$ cat config.mk
export PLATFORM = sky130hd
export DESIGN_NAME = hand_total_digits
export DESIGN_NICKNAME = d
export VERILOG_FILES = /design/src/rtl/hand_total_pkg.sv /design/src/rtl/hand_total_digits_bcd_add3.sv /design/src/rtl/hand_total_digits.sv
export SDC_FILE = /design/constraint.sdc
export NUM_CORES = 1
export LEC_CHECK = 0
export BUFFER_PORTS_ARGS = -buffer_cell sky130_fd_sc_hd__buf_2
export CAP_MARGIN = 20
export CORE_ASPECT_RATIO = 1.1
export CORE_MARGIN = 3
export CORE_UTILIZATION = 50
export CTS_CLUSTER_DIAMETER = 30
export CTS_CLUSTER_SIZE = 10
export DETAILED_ROUTE_END_ITERATION = 10
export PLACE_DENSITY = 0.8
export SLEW_MARGIN = 40
export SYNTH_ARGS = -nofsm -noshare
export SYNTH_HDL_FRONTEND = slang
export SYNTH_SLANG_ARGS = --single-unit
$ cat constraint.sdc
create_clock -name clk -period 1.8 [get_ports clk]
set_input_delay 0 -clock clk [delete_from_list [all_inputs] [get_ports clk]]
set_output_delay 0 -clock clk [all_outputs]
set_load 0.1 [all_outputs]
$ cat src/rtl/hand_total_pkg.sv
// Shared types and constants for the hand-total BCD converter.
// Optional feature macro used by the top: HAND_TOTAL_DIGITS_LEADING_BLANK_EN.
package hand_total_pkg;

   localparam int         DIGIT_W     = 4;
   localparam logic [3:0] DIGIT_BLANK = 4'hF;

   typedef enum logic [1:0] {
      HT_IDLE,
      HT_SHIFT,
      HT_DONE
   } ht_state_t;

   // Constant 10^n, used to check at elaboration that NDIG digits can hold any W-bit value.
   function automatic longint unsigned pow10(input int n);
      longint unsigned r;
      r = 64'd1;
      for (int i = 0; i < n; i++) begin
         r = r * 64'd10;
      end
      return r;
   endfunction

endpackage

$ cat src/rtl/hand_total_digits_bcd_add3.sv
// Double-dabble nibble correction: a BCD digit of 5 or more gets 3 added
// so that the following left shift carries correctly into the next digit.
module bcd_add3
   import hand_total_pkg::*;
(
   input  logic [DIGIT_W-1:0] nib_in,
   output logic [DIGIT_W-1:0] nib_out
);

   // Add-3 correction, confined to this nibble.
   always_comb begin
      nib_out = (nib_in >= DIGIT_W'(5)) ? nib_in + DIGIT_W'(3) : nib_in;
   end

endmodule

$ cat src/rtl/hand_total_digits.sv
// Sequential binary-to-BCD converter (shift-and-add-3) for the score display.
// start/busy/done handshake; W shift iterations, one DONE cycle, then IDLE.
// Define HAND_TOTAL_DIGITS_LEADING_BLANK_EN to blank leading zero digits (4'hF).
module hand_total_digits
   import hand_total_pkg::*;
#(
   parameter int W    = 8,
   parameter int NDIG = 3
)
(
   input  logic                    clk,
   input  logic                    rst,
   input  logic                    start,
   input  logic [W-1:0]            value,
   output logic                    busy,
   output logic                    done,
   output logic [DIGIT_W*NDIG-1:0] digits
);

   localparam int BCD_W = DIGIT_W * NDIG;
   localparam int CNT_W = $clog2(W + 1);
   localparam logic [CNT_W-1:0] LAST_ITER = CNT_W'(W - 1);

   if (((64'd1 << W) - 64'd1) > (pow10(NDIG) - 64'd1)) begin : g_cfg_illegal
      $error("hand_total_digits: NDIG too small for W");
   end

   ht_state_t         state_q, state_d;
   logic [W-1:0]      bin_q, bin_d;
   logic [BCD_W-1:0]  bcd_q, bcd_d;
   logic [BCD_W-1:0]  bcd_adj;
   logic [BCD_W-1:0]  disp_bcd;
   logic [CNT_W-1:0]  cnt_q, cnt_d;
   logic [BCD_W-1:0]  digits_q, digits_d;
   logic              busy_q, busy_d;
   logic              done_q, done_d;

   for (genvar g = 0; g < NDIG; g++) begin : g_add3
      bcd_add3 u_add3 (
         .nib_in  (bcd_q[g*DIGIT_W +: DIGIT_W]),
         .nib_out (bcd_adj[g*DIGIT_W +: DIGIT_W])
      );
   end

   // State register.
   // NOTE: sequential state uses non-blocking assignments so every flop samples pre-edge values.
   always_ff @(posedge clk or posedge rst) begin
      if (rst) state_q <= HT_IDLE;
      else     state_q <= state_d;
   end

   // Next-state logic: IDLE -> SHIFT on start, SHIFT for W cycles, one DONE cycle.
   // NOTE: every always_comb output gets a default first so no latch is inferred.
   always_comb begin
      state_d = state_q;
      unique case (state_q)
         HT_IDLE:  if (start) state_d = HT_SHIFT;
         HT_SHIFT: if (cnt_q == LAST_ITER) state_d = HT_DONE;
         HT_DONE:  state_d = HT_IDLE;
         default:  state_d = HT_IDLE;
      endcase
   end

   // Registered handshake outputs, decoded from the upcoming state.
   always_comb begin
      busy_d = (state_d != HT_IDLE);
      done_d = (state_d == HT_DONE);
   end

   // Display form of the finished accumulator.
`ifdef HAND_TOTAL_DIGITS_LEADING_BLANK_EN
   always_comb begin
      logic leading;
      disp_bcd = bcd_q;
      leading  = 1'b1;
      // The ones digit is excluded so a zero total still shows "0".
      for (int i = NDIG - 1; i >= 1; i--) begin
         if (leading && (bcd_q[i*DIGIT_W +: DIGIT_W] == '0)) begin
            disp_bcd[i*DIGIT_W +: DIGIT_W] = DIGIT_BLANK;
         end else begin
            leading = 1'b0;
         end
      end
   end
`else
   always_comb begin
      disp_bcd = bcd_q;
   end
`endif

   // Datapath: load on start, add-3 then shift each SHIFT cycle, publish digits in DONE.
   always_comb begin
      bin_d    = bin_q;
      bcd_d    = bcd_q;
      cnt_d    = cnt_q;
      digits_d = digits_q;
      unique case (state_q)
         HT_IDLE: begin
            if (start) begin
               bin_d = value;
               bcd_d = '0;
               cnt_d = '0;
            end
         end
         HT_SHIFT: begin
            {bcd_d, bin_d} = {bcd_adj, bin_q} << 1;
            cnt_d          = cnt_q + CNT_W'(1);
         end
         HT_DONE: begin
            digits_d = disp_bcd;
         end
         default: ;
      endcase
   end

   // Datapath and output registers.
   // NOTE: the shift registers are reset too, so an aborted conversion leaves no stale state.
   always_ff @(posedge clk or posedge rst) begin
      if (rst) begin
         bin_q    <= '0;
         bcd_q    <= '0;
         cnt_q    <= '0;
         digits_q <= {NDIG{DIGIT_BLANK}};
         busy_q   <= 1'b0;
         done_q   <= 1'b0;
      end else begin
         bin_q    <= bin_d;
         bcd_q    <= bcd_d;
         cnt_q    <= cnt_d;
         digits_q <= digits_d;
         busy_q   <= busy_d;
         done_q   <= done_d;
      end
   end

   assign busy   = busy_q;
   assign done   = done_q;
   assign digits = digits_q;

endmodule

==> impl_metrics.tcl <==
set metrics [dict create \
    clk_path_buf_depth 2 \
    die_w_um 64.9 \
    worst_hold_startpoint "start" \
    drtPass1Iterations 4 \
    setup.worst_path.class "register to register" \
    cts_max_level 2 \
    antenna_found_initial 0 \
    dpl_cell_area_mm2 0.00209 \
    worstReg2RegStart "bcd_q[0]" \
    cts_buffers 5 \
    seq_area_frac_synth 0.533 \
    outcome "completed" \
    critPathSlowestCell "dfrtp_1" \
    max_stage_delay_ps 410 \
    slew_headroom 0.668 \
    nets 242 \
    fin_crit_sh 0.830 \
    clock_latency_ps 340 \
    core-area_mm2 0.00350 \
    cts_tree "built" \
    io_buffers 24 \
    synth.avg_cell_area_um2 10.3 \
    stdcell_count 273 \
    drc 0 \
    maxSlewViolCount 0 \
    drive_gt1_frac 0.240 \
    pin_count 25 \
    rr_worst_depth 5 \
    fmax_ghz 0.669 \
    diodes 0 \
    holdWs_ps 71.7 \
    tns_ps 0 \
    grt.total_usage 0.187 \
    ant_nets 0 \
    dieArea_mm2 0.00459 \
    num_rows 22 \
    synthToLayoutAreaGrowth_pct 19.2 \
    routed_via_density 5.37 \
    cts_root_buf "clkbuf_4" \
    yosys_warnings 0 \
    routed_wirelength_um 3780 \
    post_drt_wl_per_cell_um 13.8 \
    rsz0062_at_grt "no" \
    dp_hpwl_um 2590 \
    crit_arrival_ps 1740 \
    reg2reg_slack_ps 310 \
    worst_pin_slew_ps 498 \
    clock_skew_ps 4.81 \
    hold_path_depth 4 \
    grt_max_degree 25 \
    via_count 1467 \
    hold_end "bin_q[1]" \
    fp.dieH_um 70.7 \
    cts.repair.resized 0 \
    numPlacedInstances 256 \
    yosys.cell_types.count 33 \
    ys_seq_elements 40 \
    overflow 0 \
    first_global_vias 1511 \
    syn_area_mm2 0.00191 \
    worstPathRequired_ps 2040 \
    crit_chain "inv_1, ha_1, nor2b_1, o21a_1, o32ai_1" \
    drt_iter0_markers 61 \
    syn-instance-count 185 \
    crit_path_start_kind "register" \
    final_area_mm2 0.00227 \
    finalCriticalPeriod_ps 1490 \
    cts_setup_buffers 0 \
    worstSetupEndpointType "register" \
    clk_pin_slew_ps 110 \
    cap_viol_max_count 0 \
    grt_pass1_wl_um 6600 \
    syn-num-nets 203 \
    clock-sinks 40 \
    hold_viol 0 \
    cp_max_fo 4 \
    hp-class "input port to register" \
    finalSetupViolCount 0 \
    reg2reg_to "bcd_q[4]" \
    start_util 0.545 \
    gp_congestion 0.804 \
]
==> through the flow <==
stage / util / setup WS, ps
after floorplan: - / 499
after global placement: 0.597 / 428
after detailed placement: 0.597 / 317
after CTS: 0.650 / 297
after global routing: 0.650 / 215
final: 0.650 / 305
==> Yosys cell counts (all sizes together) <==
cell | number | area, µm²
and2b | 1 | 10.0
o21a | 3 | 22.5
nand3 | 1 | 5.00
xnor2 | 2 | 17.5
mux2i | 1 | 10.0
clkbuf | 2 | 7.51
o21ai | 26 | 130
inv | 14 | 52.6
o21bai | 1 | 11.3
and3b | 1 | 8.76
a22oi | 7 | 52.6
dfstp | 12 | 315
nand3b | 2 | 15.0
nor3 | 2 | 10.0
o211ai | 3 | 22.5
nand2 | 27 | 101
mux2 | 1 | 11.3
ha | 7 | 87.6
o221ai | 3 | 26.3
o31ai | 2 | 15.0
nor2b | 8 | 50.1
nor3b | 1 | 7.51
nor2 | 2 | 7.51
o2111ai | 6 | 52.6
a21oi | 4 | 20.0
buf | 5 | 36.3
o32ai | 2 | 17.5
nand2b | 6 | 37.5
dfrtp | 28 | 701
a22o | 5 | 43.8
==> timing repair <==
| action | 4_1_cts | 5_1_grt |
|---|---|---|
| hold buffers | 9 | 0 |
| setup endpoints to repair | 0 | 0 |
| hold endpoints to repair | 48 | 0 |
==> layout by cell type, fill, tap and decap left out, types with 3 or more instances in the layout <==
master / netlist / layout
a21oi_1: 4 / 4
a22o_1: 5 / 5
a22oi_1: 7 / 7
buf_2: 2 / 24
buf_4: 2 / 6
clkbuf_4: 0 / 5
dfrtp_1: 28 / 28
dfstp_2: 12 / 12
dlygate4sd3_1: 0 / 9
ha_1: 7 / 7
inv_1: 13 / 13
nand2_1: 27 / 27
nand2b_1: 6 / 6
nor2b_1: 8 / 8
o2111ai_1: 6 / 6
o211ai_1: 3 / 3
o21a_1: 3 / 3
o21ai_0: 26 / 26
o221ai_1: 3 / 3
==> layer usage <==
metal / part of all wire / routed length [µm] / GRT usage / up-vias
met5: 0 / 0 / 0 / -
met4: 0.011 / 43 / 0.0728 / 0
met3: 0.044 / 167 / 0.0556 / 6
met2: 0.48 / 1800 / 0.308 / 34
met1: 0.47 / 1770 / 0.229 / 691
li1: - / - / - / 736
==> critical path: cells and delay by family (launching register included) <==
family / cells / cell delay [ps]
fa+ha+maj: 1 / 230
simple gates: 1 / 160
buf+inv: 1 / 100
compound gates: 2 / 500
flops: 1 / 410
==> state kept, by name, indices dropped and copies added (netlist names) <==
register	flops
digits	12
bcd_q	12
done	1
bin_q	8
busy	1
state_q	2
cnt_q	4
==> cell type report <==
| type | instances | area (µm²) |
|---|---|---|
| Tap cell | 48 | 60.1 |
| Timing Repair Buffer | 39 | 255 |
| Clock buffer | 7 | 65.1 |
| Sequential cell | 40 | 1020 |
| Fill cell | 302 | 1220 |
| Clock inverter | 1 | 30.0 |
| Multi-Input combinational cell | 124 | 793 |
| Inverter | 14 | 52.6 |
==> kinds of logic after synthesis <==
group	Yosys count	share of synthesized area
AO/OA/AOI/OAI	62	0.217
XOR/XNOR	2	0.00919
adder cells (fa/ha/maj)	7	0.0460
buffers and inverters	21	0.0506
flip-flops	40	0.533
multiplexers	2	0.0112
AND/OR/NAND/NOR	51	0.133
==> worst max path at each step <==
| stage | endpoint | slack (ps) | startpoint | cells past startpoint |
|---|---|---|---|---|
| 6_report | bcd_q[4] | 310 | bcd_q[0] | 5 |
| 3_3_place_gp | bcd_q[1] | 430 | bcd_q[1] | 5 |
| 4_1_cts | bcd_q[4] | 300 | bcd_q[0] | 5 |
| 3_5_place_dp | bcd_q[4] | 320 | bcd_q[0] | 5 |
| 5_1_grt | bcd_q[9] | 210 | bcd_q[8] | 5 |
| 2_1_floorplan | bcd_q[4] | 500 | bcd_q[0] | 5 |
Power is not shown: default switching activity piles up to over one toggle a cycle in this logic, so the estimate is an artifact.
